==> config.mk <==
export PLATFORM = sky130hd
export DESIGN_NAME = counter_array_ctrl_flat
export DESIGN_NICKNAME = d
export VERILOG_FILES = /design/src/rtl/counter_array_pkg.sv /design/src/rtl/counter_array_ctrl_if.sv /design/src/rtl/counter_array_ctrl_lane_accum.sv /design/src/rtl/counter_array_ctrl.sv /design/src/flat_wrapper.sv
export SDC_FILE = /design/constraint.sdc
export NUM_CORES = 1
export LEC_CHECK = 0
export CAP_MARGIN = 20
export CORE_MARGIN = 5
export CORE_UTILIZATION = 35
export CTS_CLUSTER_DIAMETER = 50
export DETAILED_ROUTE_END_ITERATION = 8
export GPL_TIMING_DRIVEN = 0
export MAX_ROUTING_LAYER = met4
export SKIP_CTS_REPAIR_TIMING = 1
export SLEW_MARGIN = 40
export SYNTH_ARGS = -nofsm -noshare
export SYNTH_HDL_FRONTEND = slang
export SYNTH_SLANG_ARGS = --single-unit
export TNS_END_PERCENT = 5
==> constraint.sdc <==
create_clock -name clk -period 4.1 [get_ports clk]
set_input_delay 1.23 -clock clk [delete_from_list [all_inputs] [get_ports clk]]
set_output_delay 1.23 -clock clk [all_outputs]
set_load 0.02 [all_outputs]
==> src/rtl/counter_array_pkg.sv <==
// Shared types and constants for the counter-array sequencer.
package counter_array_pkg;

  typedef enum logic [1:0] {IDLE, LOAD, RUN, DONE} state_t;

  // A healthy job never needs more count cycles than the largest lane magnitude.
  function automatic int unsigned timeout_cycles(input int unsigned width);
    return (32'd1 << (width - 32'd1)) + 32'd1;
  endfunction

endpackage

==> src/rtl/counter_array_ctrl_if.sv <==
// Bundle of upstream, downstream and counter-array signals around the sequencer.
interface counter_array_ctrl_if #(
  parameter int DIM   = 4,
  parameter int WIDTH = 8
);
  logic                      in_valid;
  logic                      in_ready;
  logic [DIM-1:0][WIDTH-1:0] in_vec;
  logic                      abort;
  logic [DIM-1:0][WIDTH-1:0] ca_in_array;
  logic                      ca_save;
  logic                      ca_en;
  logic                      ca_done;
  logic [DIM-1:0]            ca_neg;
  logic [DIM-1:0]            ca_unary;
  logic                      out_valid;
  logic                      out_ready;
  logic [DIM-1:0][WIDTH-1:0] out_sum;
  logic [WIDTH:0]            out_cycles;
  logic                      out_err;

  modport master (
    input  in_valid, in_vec, abort, ca_done, ca_neg, ca_unary, out_ready,
    output in_ready, ca_in_array, ca_save, ca_en, out_valid, out_sum, out_cycles, out_err
  );

  modport slave (
    output in_valid, in_vec, abort, ca_done, ca_neg, ca_unary, out_ready,
    input  in_ready, ca_in_array, ca_save, ca_en, out_valid, out_sum, out_cycles, out_err
  );
endinterface

==> src/rtl/counter_array_ctrl_lane_accum.sv <==
// Per-lane signed accumulator rebuilding a value from unary/sign pulses.
module lane_accum #(
  parameter int WIDTH = 8
) (
  input  logic             clk,
  input  logic             reset,
  input  logic             clear,
  input  logic             step,
  input  logic             neg,
  output logic [WIDTH-1:0] acc
);

  always_ff @(posedge clk) begin
    if (reset || clear) begin
      acc <= '0;
    end else if (step) begin
      acc <= neg ? acc - 1'b1 : acc + 1'b1;
    end
  end

endmodule

==> src/rtl/counter_array_ctrl.sv <==
// Sequences one vector through an external counter array and rebuilds it per lane.
// One job in flight; in_ready only in IDLE, result held in DONE until taken.
module counter_array_ctrl
  import counter_array_pkg::*;
#(
  parameter int DIM   = 4,
  parameter int WIDTH = 8
) (
  input logic                 clk,
  input logic                 reset,
  counter_array_ctrl_if.master bus
);

  localparam logic [WIDTH:0] TIMEOUT = (WIDTH+1)'(timeout_cycles(WIDTH));

  state_t                    state;
  logic [DIM-1:0][WIDTH-1:0] vec_q;
  logic [DIM-1:0][WIDTH-1:0] sum;
  logic [WIDTH:0]            cycles;
  logic [WIDTH:0]            cycles_nxt;
  logic                      err;
  logic                      run_step;

  assign cycles_nxt = cycles + 1'b1;
  assign run_step   = (state == RUN) && !bus.ca_done && !bus.abort;

  always_ff @(posedge clk) begin
    if (reset) begin
      state  <= IDLE;
      vec_q  <= '0;
      cycles <= '0;
      err    <= 1'b0;
    end else begin
      case (state)
        IDLE: begin
          if (bus.in_valid) begin
            vec_q <= bus.in_vec;
            state <= LOAD;
          end
        end
        LOAD: begin
          if (bus.abort) begin
            state <= IDLE;
          end else begin
            cycles <= '0;
            err    <= 1'b0;
            state  <= RUN;
          end
        end
        RUN: begin
          if (bus.abort) begin
            state <= IDLE;
          end else if (bus.ca_done) begin
            state <= DONE;
          end else begin
            cycles <= cycles_nxt;
            // Counter array never reported done: give up rather than spin forever.
            if (cycles_nxt == TIMEOUT) begin
              err   <= 1'b1;
              state <= DONE;
            end
          end
        end
        DONE: begin
          if (bus.out_ready) begin
            state <= IDLE;
          end
        end
        default: state <= IDLE;
      endcase
    end
  end

  for (genvar i = 0; i < DIM; i++) begin : g_lane
    lane_accum #(.WIDTH(WIDTH)) u_accum (
      .clk   (clk),
      .reset (reset),
      .clear (state == LOAD),
      .step  (run_step && bus.ca_unary[i]),
      .neg   (bus.ca_neg[i]),
      .acc   (sum[i])
    );
  end

  assign bus.in_ready    = (state == IDLE);
  assign bus.out_valid   = (state == DONE);
  assign bus.ca_save     = (state == LOAD);
  assign bus.ca_en       = (state == RUN) && !bus.ca_done;
  assign bus.ca_in_array = vec_q;
  assign bus.out_sum     = sum;
  assign bus.out_cycles  = cycles;
  assign bus.out_err     = err;

endmodule

==> src/flat_wrapper.sv <==
// flat-port wrapper written by rule: the top's interface ports become plain ports
module counter_array_ctrl_flat import counter_array_pkg::*;
#(
  parameter int DIM   = 4,
  parameter int WIDTH = 8
)
  (clk, reset, bus_in_valid, bus_in_vec, bus_abort, bus_ca_done, bus_ca_neg, bus_ca_unary, bus_out_ready, bus_in_ready, bus_ca_in_array, bus_ca_save, bus_ca_en, bus_out_valid, bus_out_sum, bus_out_cycles, bus_out_err);
  counter_array_ctrl_if #(.DIM(DIM), .WIDTH(WIDTH)) bus_i ();
  input logic clk;
  input logic reset;
  input wire logic [$bits(bus_i.in_valid)-1:0] bus_in_valid;
  input wire logic [$bits(bus_i.in_vec)-1:0] bus_in_vec;
  input wire logic [$bits(bus_i.abort)-1:0] bus_abort;
  input wire logic [$bits(bus_i.ca_done)-1:0] bus_ca_done;
  input wire logic [$bits(bus_i.ca_neg)-1:0] bus_ca_neg;
  input wire logic [$bits(bus_i.ca_unary)-1:0] bus_ca_unary;
  input wire logic [$bits(bus_i.out_ready)-1:0] bus_out_ready;
  output wire logic [$bits(bus_i.in_ready)-1:0] bus_in_ready;
  output wire logic [$bits(bus_i.ca_in_array)-1:0] bus_ca_in_array;
  output wire logic [$bits(bus_i.ca_save)-1:0] bus_ca_save;
  output wire logic [$bits(bus_i.ca_en)-1:0] bus_ca_en;
  output wire logic [$bits(bus_i.out_valid)-1:0] bus_out_valid;
  output wire logic [$bits(bus_i.out_sum)-1:0] bus_out_sum;
  output wire logic [$bits(bus_i.out_cycles)-1:0] bus_out_cycles;
  output wire logic [$bits(bus_i.out_err)-1:0] bus_out_err;
  assign bus_i.in_valid = bus_in_valid;
  assign bus_i.in_vec = bus_in_vec;
  assign bus_i.abort = bus_abort;
  assign bus_i.ca_done = bus_ca_done;
  assign bus_i.ca_neg = bus_ca_neg;
  assign bus_i.ca_unary = bus_ca_unary;
  assign bus_i.out_ready = bus_out_ready;
  assign bus_in_ready = bus_i.in_ready;
  assign bus_ca_in_array = bus_i.ca_in_array;
  assign bus_ca_save = bus_i.ca_save;
  assign bus_ca_en = bus_i.ca_en;
  assign bus_out_valid = bus_i.out_valid;
  assign bus_out_sum = bus_i.out_sum;
  assign bus_out_cycles = bus_i.out_cycles;
  assign bus_out_err = bus_i.out_err;
  counter_array_ctrl #(.DIM(DIM), .WIDTH(WIDTH)) u_core (.clk(clk), .reset(reset), .bus(bus_i));
endmodule
==> results.toml <==
[run_status]
status = "completed"

[hold_path]
hp-class = "reg -> reg"

[floorplan]
initial_core_util = 0.360
die_w_um = 119
io_pins = 124
row_count = 39
coreArea_mm2 = 0.0115
die_area_mm2 = 0.0141
die_height_um = 119

[global_routing]
grt_max_degree = 14
grt_pass1_vias = 4124
antenna_found_initial = 1
grt_pass1_wl_um = 19500
grtUsageTotal = 0.174
grt_overflow = 0

[routing]
route.detailed.drc = 0
routedWlPerCell_um = 14.5
wl_um = 11700
routed_via_density = 5.07
first_pass_iters = 4
vias = 4094
first_iter_violations = 208
drtAntennaViolNets = 0

[setup_path]
startpoint_type = "primary input"
cp_max_fo = 4
critPathKind = "in -> out"
setup.worst_path.end_class = "output port"
cp_data_arrival_time_ns = 2.72
required_ns = 2.87

[synth]
ys_ff_latch = 76
yosysUniqueCellTypes = 50
ys_seq_area_frac = 0.367
syn_inst = 526
syn-cell-area_mm2 = 0.00415
syn_nets = 602
ys.flop_type = "dfxtp_1"
synth_async_sr_flop_share = 0
synth-edff-count = 0
avgSynthCellArea_um2 = 7.88
yosys_warnings = 0

[sta]
clock_skew_ns = 0.00212
max_clock_freq_mhz = 253
final.period_utilization = 0.962
maxSlewHeadroom = 0.609
rsz0062_at_grt = "false"
setup_viol = 0
min_period_ns = 3.95
tns_ns = 0
worst_slew_pin_slew_ns = 0.582
finalHoldViolCount = 0
drv_slew = 0

[clocking]
cts_buffers = 9
cts.sinks = 76
clock_latency_ns = 0.34
cts_tree = "built"
clk_pin_slew_ns = 0.06
h-tree-depth = 3
cts_buffer_depth = 2
root_buffer = "clkbuf_16"

[placement]
io_buffers = 122
dp_hpwl_um = 8850
gp_congestion = 0.830

[power]
p_per_area_mw_per_mm2 = 334
ir_worst_vdd_v = 0.000258
fin_total_pwr_mw = 1.97
leakage_nw = 2.18

[finish]
drive_gt1_frac = 0.0542
layout.nets = 735
layout_commonest_cell = "clkdlybuf4s50_1"
fill_cells = 1133
area.growth.synth_to_final_pct = 42.0
most-common-layout-cells = "clkdlybuf4s50_1 (122), nand2_1 (99), dfxtp_1 (76)"

[run]
cap_viol_max_count = 0
metrics by stage:
step                      hold WS (ns)  cells  instance area (µm²)  worst slack [ns]  utilization
after floorplan                  0.534    526                 4150              1.24            -
after detailed placement         0.449    791                 5550             0.143        0.482
after global routing             0.475    808                 5880            0.0931        0.511
after global placement           0.440    791                 5550             0.192        0.482
final                            0.455    808                 5880             0.154        0.511
after CTS                        0.456    807                 5880             0.135        0.511
critical path, cell delays in order:
cell             delay [ns]
clkdlybuf4s50_1        0.49
nor3b_2                0.30
clkdlybuf4s50_1        0.69
layer usage:
| layer | track usage | vias up | part of all wire |
|---|---|---|---|
| li1 | - | 2080 | - |
| met1 | 0.193 | 1883 | 0.44 |
| met2 | 0.285 | 119 | 0.46 |
| met3 | 0.0806 | 12 | 0.085 |
| met4 | 0.0427 | 0 | 0.0089 |
| met5 | - | - | 0 |
layout make-up:
type,instances,area [µm²],area share
Sequential cell,76,1520,0.259
Timing Repair Buffer,122,1220,0.208
Multi-Input combinational cell,393,2380,0.404
Tap cell,143,179,0.0304
Antenna cell,1,2.50,0.000425
Buffer,27,135,0.0230
Clock inverter,5,83.8,0.0142
Clock buffer,11,253,0.0430
Inverter,30,113,0.0191
flip-flops by register name (all words and copies together), names as in the netlist:
name and count:
u_core.g_lane.u_accum.acc 32, u_core.bus.out_cycles 9, u_core.bus.ca_in_array 32, u_core.state 2
u_core.bus.out_err 1
cell families (layout without fill, tap and decap cells):
group                      Yosys count  count (layout)  synth area share
xor gates and xnor gates            16              16            0.0356
and+or+nand+nor                    213             213             0.248
muxes                                3               3           0.00724
buffers and inverters               57             195            0.0598
AOI/OAI and AO/OA                  131             131             0.185
adders and majority gates           30              30            0.0978
other                                0               1                 0
DFF                                 76              76             0.367
where the power goes:
| part | leakage, nW | total [mW] | switching, mW | internal, mW |
|---|---|---|---|---|
| clock network | 0.158 | 0.906 | 0.339 | 0.568 |
| registers | 0.617 | 0.779 | 0.0146 | 0.764 |
| logic | 1.41 | 0.281 | 0.152 | 0.129 |
| total | 2.18 | 1.97 | 0.506 | 1.46 |
final timing paths:
kind	from	end	depth (start not counted)	slack (ns)
setup / recovery	bus_ca_done	bus_ca_en	3	0.15
hold / removal	u_core.bus.ca_in_array[24]	u_core.bus.ca_in_array[24]	2	0.45
setup reg to reg	u_core.g_lane[0].u_accum.acc[0]	u_core.g_lane[0].u_accum.acc[6]	8	1.97
hold reg to reg	u_core.bus.ca_in_array[24]	u_core.bus.ca_in_array[24]	2	0.45
cell usage after synthesis (all sizes together), types with 5 or more instances:
master  count  area [µm²]
a31oi       6        37.5
xnor2      15         139
o31a        6        52.6
o211ai      5        37.5
or4         8        60.1
dfxtp      76        1520
nand3       8        40.0
nand2     101         384
ha         26         325
nor4        7        58.8
o21ai      22         110
nor2       42         158
nor2b      13        81.3
clkbuf     17        63.8
a21oi      69         345
or3         5        31.3
inv        30         113
buf        10        71.3
nor3       10        50.1
No activity file was read; power rests on OpenSTA's default activity.
